File: config.mk
export PLATFORM = sky130hd
export DESIGN_NAME = max_track8
export DESIGN_NICKNAME = d
export VERILOG_FILES = /design/src/rtl/max_track8.sv
export SDC_FILE = /design/constraint.sdc
export NUM_CORES = 1
export LEC_CHECK = 0
export CORE_ASPECT_RATIO = 0.6
export CORE_MARGIN = 5
export CORE_UTILIZATION = 50
export DETAILED_ROUTE_END_ITERATION = 10
export DONT_BUFFER_PORTS = 1
export GPL_ROUTABILITY_DRIVEN = 0
export MAX_ROUTING_LAYER = met4
export PLACE_DENSITY = 0.74
export SETUP_SLACK_MARGIN = 0.02
export SLEW_MARGIN = 20
export SYNTH_ARGS = -nofsm -noshare
export SYNTH_HDL_FRONTEND = slang
export SYNTH_SLANG_ARGS = --single-unit
File: constraint.sdc
create_clock -name clk -period 3.4 [get_ports clk]
set_clock_uncertainty 0.15 [all_clocks]
set_input_delay 0.85 -clock clk [delete_from_list [all_inputs] [get_ports clk]]
set_output_delay 0.85 -clock clk [all_outputs]
set_load 0.01 [all_outputs]
File: src/rtl/max_track8.sv
// Framed signed max tracker: reports the maximum of each WINDOW-sample frame and its position.
// Define MIN_TRACK_EN to also track the frame minimum on min_out.
module max_track8 #(
  parameter int unsigned WINDOW = 4
) (
  input  logic       clk,
  input  logic       rst_n,
  input  logic       clear,
  input  logic       in_valid,
  input  logic [7:0] in_data,
  output logic       in_ready,
  output logic       out_valid,
  input  logic       out_ready,
  output logic [7:0] max_out,
  output logic [7:0] max_idx,
  output logic [7:0] min_out
);

  typedef enum logic [1:0] {
    IDLE  = 2'd0,
    ACCUM = 2'd1,
    HOLD  = 2'd2
  } state_t;

  localparam logic [7:0] WINDOW_C = 8'(WINDOW);

  state_t     state_r;
  logic [7:0] count_r;
  logic [7:0] max_r;
  logic [7:0] idx_r;
  logic       in_ready_r;
  logic       out_valid_r;
  logic       accept_s;
  logic       last_s;

  // Signed a >= b: opposite signs decide on the sign bit alone, otherwise the low bits order both
  function automatic logic sge(input logic [7:0] a, input logic [7:0] b);
    if (a[7] != b[7]) begin
      sge = b[7];
    end else begin
      sge = (a[6:0] >= b[6:0]);
    end
  endfunction

  // Handshake decode and end-of-frame detect
  always_comb begin
    accept_s = in_valid && in_ready_r;
    last_s   = ((count_r + 8'd1) == WINDOW_C);
  end

  // Frame FSM with registered handshake outputs
  always_ff @(posedge clk or negedge rst_n) begin
    if (!rst_n) begin
      state_r     <= IDLE;
      count_r     <= 8'd0;
      max_r       <= 8'h00;
      idx_r       <= 8'd0;
      in_ready_r  <= 1'b0;
      out_valid_r <= 1'b0;
    end else if (clear) begin
      state_r     <= IDLE;
      count_r     <= 8'd0;
      in_ready_r  <= 1'b1;
      out_valid_r <= 1'b0;
    end else begin
      case (state_r)
        IDLE: begin
          in_ready_r  <= 1'b1;
          out_valid_r <= 1'b0;
          if (accept_s) begin
            max_r   <= in_data;
            idx_r   <= 8'd0;
            count_r <= 8'd1;
            state_r <= ACCUM;
          end else begin
            count_r <= 8'd0;
          end
        end
        ACCUM: begin
          if (accept_s) begin
            count_r <= count_r + 8'd1;
            // >= so that equal samples move the index to the later position
            if (sge(in_data, max_r)) begin
              max_r <= in_data;
              idx_r <= count_r;
            end else begin
              max_r <= max_r;
            end
            if (last_s) begin
              state_r     <= HOLD;
              in_ready_r  <= 1'b0;
              out_valid_r <= 1'b1;
            end else begin
              state_r <= ACCUM;
            end
          end else begin
            state_r <= ACCUM;
          end
        end
        HOLD: begin
          if (out_ready) begin
            state_r     <= IDLE;
            count_r     <= 8'd0;
            in_ready_r  <= 1'b1;
            out_valid_r <= 1'b0;
          end else begin
            state_r <= HOLD;
          end
        end
        default: begin
          state_r     <= IDLE;
          count_r     <= 8'd0;
          in_ready_r  <= 1'b1;
          out_valid_r <= 1'b0;
        end
      endcase
    end
  end

`ifdef MIN_TRACK_EN
  logic [7:0] min_r;

  // Minimum tracker; <= lets ties follow the same later-position rule as the maximum
  always_ff @(posedge clk or negedge rst_n) begin
    if (!rst_n) begin
      min_r <= 8'h00;
    end else if (clear) begin
      min_r <= min_r;
    end else if (accept_s && (state_r == IDLE)) begin
      min_r <= in_data;
    end else if (accept_s && (state_r == ACCUM) && sge(min_r, in_data)) begin
      min_r <= in_data;
    end else begin
      min_r <= min_r;
    end
  end

  assign min_out = min_r;
`else
  assign min_out = 8'h00;
`endif

  assign in_ready  = in_ready_r;
  assign out_valid = out_valid_r;
  assign max_out   = max_r;
  assign max_idx   = idx_r;

endmodule

# Yosys cells after proc, flatten, opt, wreduce, memory -nomap -nowiden
# Cells that the tools add are included.
[word_totals] elab_cells=59 inputBits=13 regBits=28
[op_classes] bitwise_logic=1 reduce_logical=6 muxes=33 eq_ne=11 magnitude_cmp=1 n_addsub=1
[ops] cell="two-way mux 8 bit" count=9
[ops] cell="one-hot mux 8 bit (2 select lines)" count=2
[ops] cell="one-hot mux 8 bit (3 select lines)" count=1
[ops] cell="two-way mux 1 bit" count=13
[ops] cell="inequality test 3 bit, second input constant" count=4
[ops] cell="two-way mux 2 bit" count=5
[ops] cell="adder 8 x 1 -> 8 bit, second input constant" count=1
[ops] cell="equality test 8 x 3 -> 1 bit, second input constant" count=1
[ops] cell="greater-or-equal comparator 7 bit" count=1
[ops] cell="one-hot mux 2 bit (3 select lines)" count=1
[ops] cell="AND reduction 5 bit" count=1
[ops] cell="inequality test 2 bit, second input constant" count=2
[ops] cell="one-hot mux 1 bit (2 select lines)" count=2
[ops] cell="AND reduction 3 bit" count=1
[ops] cell="equality test 2 x 1 -> 1 bit, second input constant" count=1
[ops] cell="equality test 2 bit, second input constant" count=1
[ops] cell="logical NOT 2 bit" count=1
[ops] cell="inequality test 2 x 1 -> 1 bit, second input constant" count=1
[ops] cell="AND reduction 2 bit" count=1
[ops] cell="nonzero test 2 bit" count=1
[ops] cell="logical AND 1 bit" count=1
[ops] cell="inequality test 1 bit" count=1
[ops] cell="NOT 1 bit" count=1

# Longest topological paths before layout
# Gate-level depths: netlist of the first run.
[logic_depth] word_depth=8 depth_mapped=8 ltp_nobuf=7

# Worst setup path after synthesis of the first run
# No wires, ideal clock.
[synth_path] path_kind="input to register" start="input in_data[0]" end="register max_r[3], in the netlist max_out[3]" stages=8 path_slack_ns=0.713 t_arrival_ns=2.412 cell_sequence="inv_1 > ha_1 > nand2b_1 > a211o_1 > a21oi_1 > o31a_4 > buf_6 > mux2_4"
[synth_via] elab_chain_len=7
[synth_rtl] element="from (decl)" line="10" text="input logic [7:0] in_data,"
[synth_rtl] element="greater-or-equal comparator 7 bit" line="41" text="sge = (a[6:0] >= b[6:0]);"
[synth_rtl] element="two-way mux 1 bit" line="38" text="if (a[7] != b[7]) begin"
[synth_rtl] element="two-way mux 1 bit" line="80" text="if (accept_s) begin"
[synth_rtl] element="two-way mux 1 bit" line="66" text="case (state_r)"
[synth_rtl] element="two-way mux 1 bit" line="60" text="end else if (clear) begin"
[synth_rtl] element="inequality test 2 x 1 -> 1 bit (no source line)"
[synth_rtl] element="AND reduction 5 bit (no source line)"
[synth_rtl] element="to (signal assigned)" line="71" text="max_r <= in_data;"
[synth_rtl] element="to (signal assigned)" line="84" text="max_r <= in_data;"
[synth_rtl] element="to (signal assigned)" line="87" text="max_r <= max_r;"
[synth_rtl] element="to (decl)" line="29" text="logic [7:0] max_r;"
# Every way passes these cells. The select of a mux whose other input is x is not followed.
# A chain may end at the register's enable or synchronous reset.

# Worst setup path after layout of the first run
[layout_path] start="input in_data[0]" end="register max_r[6], in the netlist max_out[6]"
# The elaborated chain is that of the path after synthesis.

==> results.txt, run 1 <==
The number of antenna violations at the first check in global routing came out at 0. The synthesized-area fraction occupied by ao, oa, aoi and oai cells is 0.155. The final number of max-transition violations is 0.

The sum of buffers and inverters on the critical path came out at 1. Yosys mapped a number of flops with a built-in enable equal to 0. The measured slew at the worst slew-check pin came out at 0.613 ns. The synthesized netlist contains 35 unique library cells. The number of DRC violations after detailed routing came out at 0. In this run the clock root is driven by a sky130_fd_sc_hd__clkbuf_8. The CTS tree is yes. The via count of the first global-routing pass is between 1,000 and 1,500.

The largest net degree at the start of global routing is 29. The maximum resistive drop on vdd came out at 0.331 mV. In the finished design, the share of the clock period the worst path needs comes to 0.738. Post-CTS timing repair inserted 0 buffers for setup. Detailed placement finished with a half-perimeter wire length of 2620 um. Setup total negative slack on the finished layout was measured at 0 ns. The flop and latch count out of synthesis is 28.

The DRC marker count from the first detailed-route iteration came out at 69. The clock latency on the worst-skew pair came out at around 0.27 ns. The number of levels in the clock H-tree is 1. The die outline height came out at 53.3 um. On the critical path, the stage with the largest delay is an instance of sky130_fd_sc_hd__mux2_2.

The overall power of the completed layout came out at around 770 uW. The worst setup path is of the in2reg kind. The effective utilization at floorplan came out at 0.533. The number of vias per cell is 5.66. The part of the Yosys area used for sequential elements is 0.449. The share of the synthesized area in the top cell type is 0.449. The flow ran to the end, and the final reports show no timing, DRC or antenna violations. The top fanout value on the critical path is 15. The total of buffers placed on input and output ports came out at 0. STA classifies the critical path startpoint as an input port. The antenna cell count is 0.

The number of nets in the layout came out at 178. The floorplan step set the die width to approximately 82 um. The clock period minus worst slack is 2.51 ns. Setup violations remaining at the end of the flow were counted as 0.

The required time of the critical path is 3.41 ns. Setup repair after global routing left no endpoint under its margin. The average footprint of a synthesized cell is 10.1 um^2. The arrival time reported for the critical path endpoint came out at approximately 2.5 ns. By area the synthesized netlist is led by sky130_fd_sc_hd__dfrtp_1 (45%), sky130_fd_sc_hd__ha_1 (7.2%), sky130_fd_sc_hd__mux2_2 (5.1%).

The path class of the tightest hold or removal check is in2async. In this run the critical register-to-register path is captured at max_out[6]. The number of detailed-route iterations in the first pass is 6. The number of placement rows came out at 15. Across the run, the number of max-cap violations was 0. In this run the critical register-to-register path is launched from max_out[0]. After clock tree synthesis, the clock-pin slew on the worst setup and hold paths is approximately 0.09 ns.

The number of top-level design ports is 39. The simple logic cell fraction of the synthesized area came out at 0.160. Grouping stages by cell kind, the critical path spends the most delay in compound AO/OA/AOI/OAI gates.

The most common cell in the synthesized netlist is sky130_fd_sc_hd__dfrtp_1. The floorplan step defined a die boundary enclosing between 0.004 and 0.005 mm^2. The share of cell area taken by muxes after synthesis is 0.0698. In the final routed layout, each cell accounts on average for 17.0 um.

The post-cts sizing count came out at 0. The area growth from synthesis to layout came out at 3.93%. In this run the tightest slew margin relative to its limit is 0.590. The maximum buffer depth of the clock tree came out at 2.

Power spread over the standard cell area amounts to 477 mW/mm^2. The area of the core came out at 0.00293 mm^2. Summed over all instances, the cell type with the most area after synthesis is sky130_fd_sc_hd__dfrtp_1. The via count is 1,116. By area, the combinational part of the netlist is dominated by simple AND/OR/NAND/NOR gates. Summed over all cells, the static leakage comes to 0.000770 uW. The clock buffer count from CTS is 3. The share of flip-flops with an asynchronous set or reset after synthesis is 1.00.

The number of nets with antenna violations after detailed routing is 0. The synthesized-area fraction occupied by xor and xnor cells came out at 0.0168. The worst register-to-register path has a setup slack of 1.03 ns. The number of hold violations in the final report came out at 0. Of the total synthesized cell area, the portion taken by full adders, half adders and majority gates is 0.0722.

The total routing resource utilization after global routing is 0.180. The stage delay of the slowest cell on the critical path is around 0.37 ns. The commonest cells after synthesis are sky130_fd_sc_hd__dfrtp_1 (28), sky130_fd_sc_hd__o21ai_0 (13), sky130_fd_sc_hd__nand2_1 (12). The proportion of layout cells with a drive suffix above 1 is 0.116.

The sum of overflow across all layers after global routing came out at 0. The area of the mapped netlist is 0.00156 mm^2. The fill cell total of the finished layout is 263. The total wire length came out at 3360 um. The endpoint kind of the worst setup timing path is a flip-flop. The number of hold-repair buffers added at the cts stage is 0.

The worst reg-to-reg path cell count came out at 6. Among all flip-flop cells after synthesis, the most frequent one is sky130_fd_sc_hd__dfrtp_1. The first-pass GRT wire length came out at 5570 um. Static timing analysis puts the maximum clock frequency at 399 MHz. The number of sinks on the clock net came out at 28. Traced cell by cell, the critical path runs through inv_1, ha_1, nand2b_1, a211o_1, a21oi_1, o31a_4, mux2_2. The post-synthesis cell count came out at 154. During synthesis, Yosys emitted a total of 0 warnings.
how the worst max path moves through the flow:
stage | start | endpoint | slack, ns | cells after the start
after CTS | in_data[0] | max_out[6] | 0.90 | 7
after global routing | in_data[0] | max_out[2] | 0.80 | 7
after detailed placement | in_data[0] | max_out[6] | 0.60 | 7
final | in_data[0] | max_out[6] | 0.89 | 7
after global placement | in_data[0] | max_out[0] | 0.65 | 7
after floorplan | in_data[0] | max_out[3] | 0.71 | 8
state kept, by name, indices dropped and copies added, names as in the netlist:
register and flops:
count_r 8, in_ready 1, max_idx 8, max_out 8, out_valid 1, state_r 2
final cells by class:
cell class              count  area, um^2  area share
well taps                  42        52.6      0.0324
clock buffers               4        55.1      0.0340
multi-input cells         112         768       0.474
inverters                  10        37.5      0.0231
flip-flops and latches     28         701       0.432
repair buffers              1        7.51     0.00463
per-stage QoR:
stage                     instances  instance area [um^2]   util  hold WS (ns)  setup slack, ns
after detailed placement        193                  1570  0.535         0.405            0.600
after global routing            197                  1620  0.554        0.0859            0.802
after global placement          193                  1570  0.535         0.397            0.653
after CTS                       197                  1620  0.554         0.102            0.897
after floorplan                 161                  1590      -         0.342            0.713
final                           197                  1620  0.554         0.106            0.891
layer usage:
metal  GRT usage  vias up  wire, um
li1            -      531         -
met1       0.240      539      1520
met2       0.264       46      1490
met3      0.0697        0       345
met4      0.0276        0         0
met5           -        -         0
cells in the final DEF, fill, tap and decap left out:
cell type                    n
sky130_fd_sc_hd__or3_4       1
sky130_fd_sc_hd__o221ai_1    1
sky130_fd_sc_hd__o2bb2ai_1   1
sky130_fd_sc_hd__inv_1      10
sky130_fd_sc_hd__nand2_2     1
sky130_fd_sc_hd__xnor2_1     1
sky130_fd_sc_hd__nor2b_1     6
sky130_fd_sc_hd__or3b_2      1
sky130_fd_sc_hd__dfrtp_1    28
sky130_fd_sc_hd__clkbuf_8    4
sky130_fd_sc_hd__nand3_1     3
sky130_fd_sc_hd__xor2_1      2
sky130_fd_sc_hd__nor4b_1     1
sky130_fd_sc_hd__or3_1       2
sky130_fd_sc_hd__a211oi_1    3
sky130_fd_sc_hd__o31ai_1     2
sky130_fd_sc_hd__nor3b_1     1
sky130_fd_sc_hd__a211o_1     1
sky130_fd_sc_hd__nand2_1    12
sky130_fd_sc_hd__mux2_4      2
sky130_fd_sc_hd__nor3_1      4
sky130_fd_sc_hd__conb_1      8
sky130_fd_sc_hd__a22o_1      8
sky130_fd_sc_hd__a21oi_1     5
sky130_fd_sc_hd__nand4_1     2
sky130_fd_sc_hd__nor2_1     10
sky130_fd_sc_hd__mux2_2      7
sky130_fd_sc_hd__or4_1       1
sky130_fd_sc_hd__nand2b_1    3
sky130_fd_sc_hd__o21ai_0    13
sky130_fd_sc_hd__o31a_4      1
sky130_fd_sc_hd__buf_4       1
sky130_fd_sc_hd__ha_1        9
cells by family after synthesis:
family | after synthesis
other | 1
xor gates and xnor gates | 3
muxes | 9
adders and majority gates | 9
AOI/OAI and AO/OA | 35
and+or+nand+nor | 48
buffers and inverters | 21
DFF | 28
where the power goes:
part / switching, uW / leakage [uW] / internal, uW
Sequential: 50.4 / 0.000367 / 366
Clock: 102 / 0.0000288 / 104
Combinational: 78.2 / 0.000374 / 72.8
Power figures use the tool's default switching activity.
==> inputs of run 2 (changes only) <==
==> constraint.sdc (replaced) <==
create_clock -name clk -period 2.4 [get_ports clk]
set_clock_uncertainty 0.15 [all_clocks]
set_input_delay 0.6 -clock clk [delete_from_list [all_inputs] [get_ports clk]]
set_output_delay 0.6 -clock clk [all_outputs]
set_load 0.01 [all_outputs]
==> results.txt, run 2 (synthesized netlist as in run 1, its figures left out) <==
The sequential cell area in the final layout came out at between 700 and 800 um^2. Setup repair after global routing left no endpoint under its margin. The proportion of layout cells with a drive suffix above 1 came out at 0.157.

The multi-input combinational cells in the finished layout cover a total of about 780 um^2. The static leakage power is 0.000800 uW. The post-route worst setup slack is between 0.1 and 0.15 ns.

Dividing the final minimum period by the clock period gives 0.954. The worst slack at placement came out at -0.0497 ns. The first detailed-routing pass took 4 iterations. In the routed layout, each cell is associated on average with a via count of 5.58. Summed over all layers, the global routing overflow is 0. The number of violations of the max-capacitance limit is 0. The first global-routing pass estimated a little over 5000 um of wire. The worst-case IR drop observed on VDD is roughly 0.36 mV. For this run, the top clock speed supported by timing is 437 MHz.

The clock latency on the worst-skew pair came out at roughly 0.27 ns. After routing the design area is 0.00170 mm^2. In this run, the number of DRC markers left after iteration 0 of detailed routing was 90. The clock buffer count from CTS came out at 3. The effective utilization at floorplan is 0.533. Of the total power, registers draw 0.489. The number of DRC violations after detailed routing came out at 0. The library cells used most frequently in the layout, excluding fill and tap cells, are sky130_fd_sc_hd__dfrtp_1 (27), sky130_fd_sc_hd__o21ai_0 (13), sky130_fd_sc_hd__nand2_1 (12). The final number of setup-violating endpoints came out at 0. The antenna cell count came out at 0.

Leaving out fill and tap cells, the most frequent cell in the layout is sky130_fd_sc_hd__dfrtp_1. In the global route stage, overall resource usage came out at 0.160. The combinational cell fraction of total power is 0.204. The area of the core is 0.00293 mm^2. Clock-pin slew was measured on the worst setup and hold paths at roughly 0.09 ns. Once detail routing completed, the nets flagged for antenna violations numbered 0. STA classifies the critical path endpoint as a flip-flop.

The number of top-level design ports came out at 39. The total power divided by cell area is 708 mW/mm^2. The critical path is of the reg2reg type. The run finished with clean final reports.

The number of placement rows is 15. The longest clock path from root to sink contains 2 buffers. The power spent charging and discharging nets is 345 uW. The estimated wirelength of the detail-placed design is 2540 um. The total of buffers placed on input and output ports is 0.

The via count came out at 1,122. The min-delay analysis places its worst path in the category in2reg. In this run the cell area measured after placement is 0.00159 mm^2. The area of the die came out at 0.00437 mm^2.

The layout has 240 filler cells. In the final routed layout, each cell accounts on average for 16.2 um. The worst setup path is launched from a flip-flop. TritonCTS built the clock tree. The via count of the first global-routing pass came to 1,076. The cell-internal power came out at between 800 and 900 uW.

The number of levels in the clock H-tree is 1. Of all nets on the critical path, the largest fanout is 11. The post-layout utilization of the core is 0.580. The clock network power share came out at 0.307. The number of sinks on the clock net is 28. The largest net degree at the start of global routing is 29. The number of antenna violations at the first check in global routing is 0. The switching share of power came out at 0.288. The required time of the critical path is 2.41 ns. The clock period minus worst slack is 2.29 ns. The root buffer cell is sky130_fd_sc_hd__clkbuf_8. The floorplan die width is 82.1 um. The arrival time reported for the critical path endpoint is between 2 and 2.5 ns. The total wire length is 3260 um. The overall power of the completed layout came out at 1200 uW. The final number of max-transition violations came out at 0. The area growth from synthesis to layout came out at 8.82%. The number of hold violations in the final report came out at 0. The floorplan step set the die height to 53.3 um. The number of nets in the layout came out at 182.
## run 2: changes by cell type in the layout (fill, tap and decap cells not counted), sizes merged
cell,previous run,this run
clkbuf,4,3
dlygate4sd3,0,1
buf,1,4
bufinv,0,1
## run 2: per-layer routing
metal / GRT usage / vias up / wire length [um]
li1: - / 535 / -
met3: 0.0527 / 0 / 321
met2: 0.235 / 51 / 1390
met5: - / - / 0
met4: 0.00829 / 0 / 0
met1: 0.226 / 536 / 1550
## run 2: through the flow
step,hold WS (ns),std cells,setup TNS (ns)
2_1_floorplan,0.154,161,0
3_3_place_gp,0.155,195,-0.0244
3_5_place_dp,0.155,195,-0.506
4_1_cts,0.266,201,0
5_1_grt,0.258,201,0
6_report,0.266,201,0
## run 2: power by group through the flow
stage	Sequential, uW	Combinational (uW)	Clock [uW]
after floorplan	581	193	0
after global placement	594	211	0
after detailed placement	598	223	0
after CTS	588	241	371
after global routing	597	277	393
final	588	245	369
## run 2: worst paths after layout
check / start / end / slack, ns / cells after the start
worst max-delay path: max_out[0] / max_out[2] / 0.11 / 6
max in group asynchronous: rst_n / max_out[4] / 1.34 / 2
min in group asynchronous: rst_n / count_r[0] / 0.59 / 2
worst max register to register: max_out[0] / max_out[2] / 0.11 / 6
worst min register to register: count_r[7] / count_r[7] / 0.41 / 1
worst min-delay path: clear / state_r[1] / 0.27 / 1
## run 2: final cells by class
cell class                      instances  share of cell area
Inverter                               10              0.0221
Tap cell                               42              0.0310
Clock buffer                            3              0.0243
Clock inverter                          1              0.0177
Sequential cell                        28               0.413
Timing Repair Buffer                    5              0.0310
Multi-Input combinational cell        112               0.461
## run 2: worst max-delay path: stages (launching register included)
cell,delay (ns)
sky130_fd_sc_hd__dfrtp_1,0.44
sky130_fd_sc_hd__ha_1,0.28
sky130_fd_sc_hd__nand2b_1,0.14
sky130_fd_sc_hd__a211o_1,0.30
sky130_fd_sc_hd__a21oi_2,0.24
sky130_fd_sc_hd__o31a_4,0.28
sky130_fd_sc_hd__mux2_2,0.36
## run 2: what timing repair did
action | 4_1_cts | 5_1_grt
endpoints found under the setup margin | 0 | 8
hold buffers | 2 | 0
hold endpoints to repair | 28 | 0
setup buffers | 0 | 0
resized for setup | 0 | 3
